==> src/rtl/safe_code_controller.sv <==
// -----------------------------------------------------------------------------
// safe_code_controller
//
// Code-entry controller for a keypad safe. It takes the scanner's 4-bit key
// codes, gathers digits into an entry buffer, checks the entry against the
// stored code, and drives the lock. It counts consecutive failed attempts,
// applies a timed lockout once MAX_FAILS is reached, and lets the user change
// the stored code while the safe is unlocked.
//
// Ports:
//   clk         in   system clock, rising edge
//   rst         in   asynchronous reset, active-high
//   key_in      in   [3:0] key code: 0-9 digit, 10 hash, 11 star, others no-op
//   locked      out  high in LOCKED or LOCKOUT
//   unlocked    out  high in UNLOCKED or SET_NEW
//   set_mode    out  high in SET_NEW
//   lockout     out  high in LOCKOUT
//   error       out  one-cycle pulse per rejected hash
//   digit_count out  [2:0] digits held in the entry buffer
//   fail_count  out  [3:0] consecutive failed unlock attempts
//
// Every output is registered. The outputs are computed from the next-state
// values, so an event in cycle N shows on the outputs in cycle N+1.
// -----------------------------------------------------------------------------
module safe_code_controller #(
  parameter int                    CODE_LEN       = 4,
  parameter int                    MAX_FAILS      = 3,
  parameter logic [15:0]           LOCKOUT_CYCLES = 16'd1000,
  parameter logic [4*CODE_LEN-1:0] RESET_CODE     = 16'h1234
) (
  input  logic       clk,
  input  logic       rst,
  input  logic [3:0] key_in,
  output logic       locked,
  output logic       unlocked,
  output logic       set_mode,
  output logic       lockout,
  output logic       error,
  output logic [2:0] digit_count,
  output logic [3:0] fail_count
);

  localparam int         W           = 4 * CODE_LEN;
  localparam logic [2:0] CODE_LEN_C  = 3'(CODE_LEN);
  localparam logic [3:0] MAX_FAILS_C = 4'(MAX_FAILS);

  typedef enum logic [1:0] {
    ST_LOCKED   = 2'd0,
    ST_UNLOCKED = 2'd1,
    ST_SET_NEW  = 2'd2,
    ST_LOCKOUT  = 2'd3
  } state_t;

  state_t         state_r, state_s;
  logic [W-1:0]   buf_r, buf_s;
  logic [W-1:0]   stored_r, stored_s;
  logic [2:0]     cnt_r, cnt_s;
  logic           ovf_r, ovf_s;
  logic [15:0]    timer_r, timer_s;
  logic [3:0]     fail_r, fail_s;
  logic           error_s;

  logic           is_digit_s;
  logic           is_hash_s;
  logic           is_star_s;
  logic           full_entry_s;
  logic [W-1:0]   shifted_s;
  logic [3:0]     fail_inc_s;

  assign is_digit_s   = (key_in <= 4'd9);
  assign is_hash_s    = (key_in == 4'd10);
  assign is_star_s    = (key_in == 4'd11);
  // An entry is complete only with exactly CODE_LEN digits and no extra ones.
  assign full_entry_s = (cnt_r == CODE_LEN_C) && !ovf_r;
  // The newest digit goes into the low nibble; the oldest ends up in the top.
  assign shifted_s    = (buf_r << 3'd4) | W'(key_in);
  // Saturate so the counter never passes MAX_FAILS.
  assign fail_inc_s   = (fail_r >= MAX_FAILS_C) ? MAX_FAILS_C : (fail_r + 4'd1);

  // Next-state and datapath logic for all four controller states.
  always_comb begin
    state_s  = state_r;
    buf_s    = buf_r;
    stored_s = stored_r;
    cnt_s    = cnt_r;
    ovf_s    = ovf_r;
    timer_s  = timer_r;
    fail_s   = fail_r;
    error_s  = 1'b0;

    case (state_r)
      ST_LOCKED: begin
        if (is_digit_s) begin
          if (cnt_r < CODE_LEN_C) begin
            buf_s = shifted_s;
            cnt_s = cnt_r + 3'd1;
          end else begin
            ovf_s = 1'b1;
          end
        end else if (is_star_s) begin
          buf_s = '0;
          cnt_s = 3'd0;
          ovf_s = 1'b0;
        end else if (is_hash_s) begin
          buf_s = '0;
          cnt_s = 3'd0;
          ovf_s = 1'b0;
          if (full_entry_s && (buf_r == stored_r)) begin
            state_s = ST_UNLOCKED;
            fail_s  = 4'd0;
          end else begin
            error_s = 1'b1;
            fail_s  = fail_inc_s;
            if (fail_inc_s == MAX_FAILS_C) begin
              state_s = ST_LOCKOUT;
              timer_s = LOCKOUT_CYCLES;
            end else begin
              state_s = ST_LOCKED;
            end
          end
        end else begin
          state_s = ST_LOCKED;
        end
      end

      ST_UNLOCKED: begin
        // Digits are ignored while the safe is open.
        if (is_star_s) begin
          state_s = ST_LOCKED;
          buf_s   = '0;
          cnt_s   = 3'd0;
          ovf_s   = 1'b0;
        end else if (is_hash_s) begin
          state_s = ST_SET_NEW;
          buf_s   = '0;
          cnt_s   = 3'd0;
          ovf_s   = 1'b0;
        end else begin
          state_s = ST_UNLOCKED;
        end
      end

      ST_SET_NEW: begin
        if (is_digit_s) begin
          if (cnt_r < CODE_LEN_C) begin
            buf_s = shifted_s;
            cnt_s = cnt_r + 3'd1;
          end else begin
            ovf_s = 1'b1;
          end
        end else if (is_star_s) begin
          // Star on an empty buffer abandons the change; otherwise it only clears.
          if (cnt_r == 3'd0) begin
            state_s = ST_UNLOCKED;
          end else begin
            state_s = ST_SET_NEW;
          end
          buf_s = '0;
          cnt_s = 3'd0;
          ovf_s = 1'b0;
        end else if (is_hash_s) begin
          if (full_entry_s) begin
            stored_s = buf_r;
            state_s  = ST_LOCKED;
          end else begin
            error_s  = 1'b1;
            state_s  = ST_SET_NEW;
          end
          buf_s = '0;
          cnt_s = 3'd0;
          ovf_s = 1'b0;
        end else begin
          state_s = ST_SET_NEW;
        end
      end

      ST_LOCKOUT: begin
        // Keys are ignored; timer value 1 means this is the last lockout cycle.
        if (timer_r <= 16'd1) begin
          state_s = ST_LOCKED;
          fail_s  = 4'd0;
          timer_s = 16'd0;
        end else begin
          timer_s = timer_r - 16'd1;
        end
      end

      default: begin
        state_s = ST_LOCKED;
      end
    endcase
  end

  // State, datapath and registered-output update.
  always_ff @(posedge clk or posedge rst) begin
    if (rst) begin
      state_r     <= ST_LOCKED;
      buf_r       <= '0;
      stored_r    <= RESET_CODE;
      cnt_r       <= 3'd0;
      ovf_r       <= 1'b0;
      timer_r     <= 16'd0;
      fail_r      <= 4'd0;
      locked      <= 1'b1;
      unlocked    <= 1'b0;
      set_mode    <= 1'b0;
      lockout     <= 1'b0;
      error       <= 1'b0;
      digit_count <= 3'd0;
      fail_count  <= 4'd0;
    end else begin
      state_r     <= state_s;
      buf_r       <= buf_s;
      stored_r    <= stored_s;
      cnt_r       <= cnt_s;
      ovf_r       <= ovf_s;
      timer_r     <= timer_s;
      fail_r      <= fail_s;
      locked      <= (state_s == ST_LOCKED) || (state_s == ST_LOCKOUT);
      unlocked    <= (state_s == ST_UNLOCKED) || (state_s == ST_SET_NEW);
      set_mode    <= (state_s == ST_SET_NEW);
      lockout     <= (state_s == ST_LOCKOUT);
      error       <= error_s;
      digit_count <= cnt_s;
      fail_count  <= fail_s;
    end
  end

endmodule
==> config.mk <==
export PLATFORM = sky130hd
export DESIGN_NAME = safe_code_controller
export DESIGN_NICKNAME = d
export VERILOG_FILES = /design/src/rtl/safe_code_controller.sv
export SDC_FILE = /design/constraint.sdc
export NUM_CORES = 1
export LEC_CHECK = 0
export ABC_AREA = 1
export CAP_MARGIN = 20
export CORE_MARGIN = 3
export CORE_UTILIZATION = 62
export CTS_BUF_LIST = sky130_fd_sc_hd__clkbuf_8
export DETAILED_ROUTE_END_ITERATION = 16
export GPL_TIMING_DRIVEN = 0
export PLACE_DENSITY = 0.85
export SYNTH_ARGS = -nofsm -noshare
export SYNTH_HDL_FRONTEND = slang
export SYNTH_SLANG_ARGS = --single-unit
export TNS_END_PERCENT = 30
==> constraint.sdc <==
create_clock -name clk -period 2.1 [get_ports clk]
set_input_delay 0.42 -clock clk [delete_from_list [all_inputs] [get_ports clk]]
set_output_delay 0.42 -clock clk [all_outputs]
set_load 0.005 [all_outputs]
Word-level counts from Yosys, hierarchy flattened. Index checks and enable logic that the tools add are counted.

Add/subtract/negate cells: 3. Div/mod/pow operators: 0. Equal/unequal tests: 19. Multiply operators: 0. Reduce and logical (&&, ||, !) cells: 16. Muxes and demuxes: 52. Shift-type cells: 0. Bitwise gates (word level): 3. $lt $le $gt $ge: 4.

Operators by type and width (count): $mux 16 (10); $pmux 16 s2 (2); $mux 2 (13); $mux 4 (6); $eq 16x16->1 (1); $le 16x1->1 const B (1); $or 16x4->16 (1); $sub 16x1->16 const B (1); $mux 1 (12); $mux 3 (4); $ne 2x2->1 const B (6); $reduce_and 5->1 (2); $eq 2x2->1 const B (4); $eq 4x4->1 const B (2); $pmux 2 s4 (1); $pmux 4 s2 (1); $pmux 3 s2 (1); $reduce_and 6->1 (1); $add 4x1->4 const B (1); $eq 2x1->1 const B (2); $eq 4x2->1 const B (1); $ge 4x2->1 const B (1); $le 4x4->1 const B (1); $logic_not 2->1 (2); other kinds (14) (20).

Latch bits: 0. Bits in registers: 63. Output and inout bits: 12. Bits in writable memories: 0. Memory bits (read-only): 0. Word-level logic and storage cells: 109. Memories kept: 0. Input bits: 6.

Logic depth before layout (Yosys ltp).
Word-level depth: 11. Depth in mapped cells: 11. Gate-level depth less buffers: 11.

Worst setup path before layout. Ideal clock, no wire load.

Path type: register to register. Start: reg timer_r[0]. End: reg unlocked. Path buffers: 0. Slack: 146 ps. Required time: 1986 ps. Arrival time: 1840 ps. Library setup time: 114 ps. Cell stages (with the launch flop): 12. Period minus slack after synthesis: 1954 ps. Cells stage by stage: dfrtp_1 > inv_1 > ha_1 > nand2_1 > a21oi_1 > nand2_2 > nand2_1 > nand2_1 > a31oi_1 > nand2_1 > ha_1 > inv_1.

Word-level cells in the longest chain between the ends: 5. Elaborated cells between the ends (all ways): 6. Classes of those cells: order compare (1); eq/ne (2); mux (2); reduce/logical (1).

RTL lines: from (decl) (RTL line 59) `logic [15:0] timer_r, timer_s;`; from (signal assigned) (RTL line 217) `timer_r <= timer_s;`; $le 16x1->1 (*) (RTL line 179) `if (timer_r <= 16'd1) begin`; $mux 2 (*) (RTL line 179); $pmux 2 s4 (*) (RTL line 91) `case (state_r)`; $eq 2x1->1 or $eq 2x2->1 (tied branches) (RTL line 220) `unlocked <= (state_s == ST_UNLOCKED) || (state_s == ST_SET_NEW);`; $logic_or 1x1->1 (*) (RTL line 220); to (signal assigned) (RTL line 220); to (decl) (RTL line 35) `output logic unlocked,`.

Every way passes the cells marked *; elsewhere a longest branch is shown, timed or not. A chain may end at the register's enable or synchronous reset.

Worst setup path in the final report.
Start: reg timer_r[11]. End: reg unlocked.

Same word-level chain as after synthesis.

==> summary.md <==
| Metric | Value |
|---|---|
| Status | `complete, no violations` |
| Max Root-Sink Buffers | `2` |
| DIE HEIGHT | `~80 um` |
| Met2 usage | `around 42%` |
| Logic pwr share | `between 3 and 4%` |
| Htree depth | `3` |
| Top post-synthesis cells by area | `dfrtp_1, nand2_1, inv_1` |
| Worst stage delay on the critical path | `between 0.4 and 0.5 ns` |
| CORE AREA | `around 4900 um2` |
| Clock tree sinks | `63` |
| Post-synthesis area per instance | `about 7.9 um2` |
| Warnings from Yosys | `0` |
| Ports | `18` |
| Total track usage | `26.01%` |
| Final worst path period share | `between 90% and 100%` |
| CTS tree | `built` |
| Clk_lat worst skew | `0.34 ns` |
| Fin nets | `about 460` |
| Diode count | `0` |
| Dpl cells | `501` |
| Register area share after synthesis | `between 40% and 50%` |
| Max-cap violations | `0` |
| Worst Tran Pin Value | `roughly 0.65 ns` |
| Cell with the most instances after synthesis | `nand2_1` |
| Drt first pass iters | `6` |
| Via count | `~2900` |
| Initial drt markers | `340` |
| Num rows | `25` |
| Worst path required time | `roughly 2.3 ns` |
| Hold WS | `a little under 0.5 ns` |
| Post-layout util | `about four fifths` |
| Clock skew | `0.01168 ns` |
| Tmin final | `between 2 and 2.5 ns` |
| Int Power | `between 1500 and 2000 uW` |
| Antenna-violating nets left | `0` |
| Vias/cell | `about 5.5` |
| Top cell type's share of synthesized area | `a little over two fifths` |
| Reg clk slew, reported paths | `0.07 ns` |
| Leakage | `about 0.0018 uW` |
| Vias in the first global route | `around 2900` |
| CTS Root Cell | `clkbuf_8` |
| CP Buf/Inv Count | `1` |
| WP data arrival | `2.28 ns` |
| CP top delay family | `simple AND/OR/NAND/NOR gates` |
| Clock share of power | `46.6%` |
| P_sw | `between 500 and 600 uW` |
| Maximum VDD drop | `~450 uV` |
| Cts bufs inserted | `9` |
| Pins Over Slew Limit | `0` |
| Post-Layout Cell Count | `520` |
| Crit path kind | `reg -> reg` |
| Post-Route WL | `approximately 7.6 mm` |
| Post-synthesis cell count | `416` |
| # DRC | `0` |
| P per Cell Area | `641.5 nW/um2` |
| Yosys top cell by area | `dfrtp_1` |
| Slew headroom | `approximately 56%` |
| Primary FF master, synth | `dfrtp_1` |
| Final setup viols | `0` |
| Synthesized flop and latch total | `63` |
| Fmax | `about 500 MHz` |
| Gpl congestion | `0.8243` |
| Die area | `between 6000 and 7000 um2` |
| GRT busiest layer | `met2` |
| IO Port Bufs | `17` |
| FFs w/ async S/R, synth | `100.0%` |
| Crit-path max FO | `5` |
| Startpoint types | `flop` |
| Hold Crit Class | `in -> async` |
| HPWL after DPL | `between 4 and 5 mm` |
| Cell area after synthesis | `roughly 3300 um2` |
| Post-synth top cells | `nand2_1, dfrtp_1, inv_1, nor2_1, nand3_1` |
| First-pass GRT wire length | `approximately 13 mm` |
| Number of flops mapped to enable cells by yosys | `0` |
| Area growth syn-to-layout | `17.35%` |
| Sw Share | `between 20% and 30%` |
| Antenna violations before repair | `0` |
| Final Hold Fails | `0` |
| GR Util met3 | `around 4.8%` |
| Reg power frac | `slightly below 50%` |
| Netlist cell types | `35` |
| Post-synthesis net count | `about 430` |
| CP Capture Type | `flop` |
| Width of the chip | `about 80 um` |
| WL per Instance | `~15 um` |
| CP cell instances | `nor2_1 > nand3_1 > nor2_1 > nand2_2 > nand2_4 > nand2_1 > a31oi_2 > nand2_1 > ha_1 > inv_1` |
| Total gr overflow | `0` |
| Slowest CP cell | `dfrtp_1` |
| Met1 Use GR | `around 33%` |
| Share of cells above drive strength 1 | `between 10% and 20%` |
| Initial Utilization | `roughly 67%` |
| Pin count of the biggest net entering global routing | `35` |
[worst paths after layout]
check	from	endpoint	slack, ns	cells past startpoint
setup / recovery	timer_r[11]	unlocked	0.06	10
hold / removal	rst	stored_r[10]	0.49	2
setup reg to reg	timer_r[11]	unlocked	0.06	10
hold reg to reg	stored_r[12]	stored_r[12]	0.50	2
max in group asynchronous	rst	locked	0.92	3
min in group clk	stored_r[12]	stored_r[12]	0.50	2
[timing repair]
| action | CTS | global route |
|---|---|---|
| endpoints found under the setup margin | 4 | 3 |
| hold buffers | 0 | 0 |
| hold endpoints to repair | 0 | 0 |
| gates resized for setup | 6 | 8 |
| buffers inserted | 1 | 2 |
| pin swaps | 1 | 4 |
[power groups by stage]
stage          sequential (uW)  combinational [uW]  clock [uW]
2_1_floorplan             1260                53.7           0
3_3_place_gp              1260                83.2           0
5_1_grt                   1240                 103        1220
3_5_place_dp              1260                90.2           0
6_report                  1240                91.9        1160
4_1_cts                   1230                91.9        1160
[metal layers]
layer	up-vias	routed length [um]
li1	1386	-
met1	1349	3341
met2	109	3610
met3	29	394
met4	0	282
met5	-	0
[registers in the layout, summed over array words and instances (netlist names)]
| register | flops |
|---|---|
| buf_r | 16 |
| stored_r | 16 |
| timer_r | 16 |
| fail_r | 4 |
| cnt_r | 3 |
| state_r | 2 |
| error | 1 |
| locked | 1 |
| lockout | 1 |
| ovf_r | 1 |
| set_mode | 1 |
| unlocked | 1 |
[final cells by class]
type / instances / area (um2)
sequential: 63 / 1584
multi-input combinational: 291 / 1533
fill: 338 / 1066
timing repair buffer: 21 / 212.7
inverter: 55 / 206.4
clock buffer: 10 / 137.6
tap: 67 / 83.83
clock inverter: 6 / 78.83
buffer: 7 / 40.04
[worst reg2reg max path, stage by stage, from the launching register on]
cell,delay (ns)
dfrtp_1,0.42
nor2_1,0.24
nand3_1,0.14
nor2_1,0.17
nand2_2,0.11
nand2_4,0.10
nand2_1,0.09
a31oi_2,0.20
nand2_1,0.12
ha_1,0.30
inv_1,0.04
[placed cells by master, fill, tap and decap left out, types with 7 or more instances in the layout]
cell,n
nand2_1,128
dfrtp_1,57
inv_1,53
nor2_1,39
o21ai_0,25
nand3_1,23
clkdlybuf4s50_1,17
o22ai_1,12
clkbuf_8,10
xnor2_1,7
[logic make-up (layout without fill, tap and decap cells)]
kind of cell / Yosys count / after routing / share of synthesized area, %
buffers and inverters: 62 / 99 / 7.462
and+or+nand+nor: 222 / 222 / 29.77
AOI/OAI and AO/OA: 49 / 49 / 8.712
adders and majority gates: 7 / 7 / 2.651
DFF: 63 / 63 / 47.95
xor gates and xnor gates: 13 / 13 / 3.447
[through the flow]
stage	area, um2	setup WS, ns	setup TNS, ns	total power, uW
2_1_floorplan	3303	0.1202	0	1310
3_3_place_gp	3557	-0.9190	-55.65	1340
3_5_place_dp	3577	-0.2200	-1.984	1348
4_1_cts	3822	0.03134	0	2483
5_1_grt	3876	-0.05856	-0.05856	2556
6_report	3876	0.05700	0	2486
Note: power is estimated with default switching activity, not from simulation.
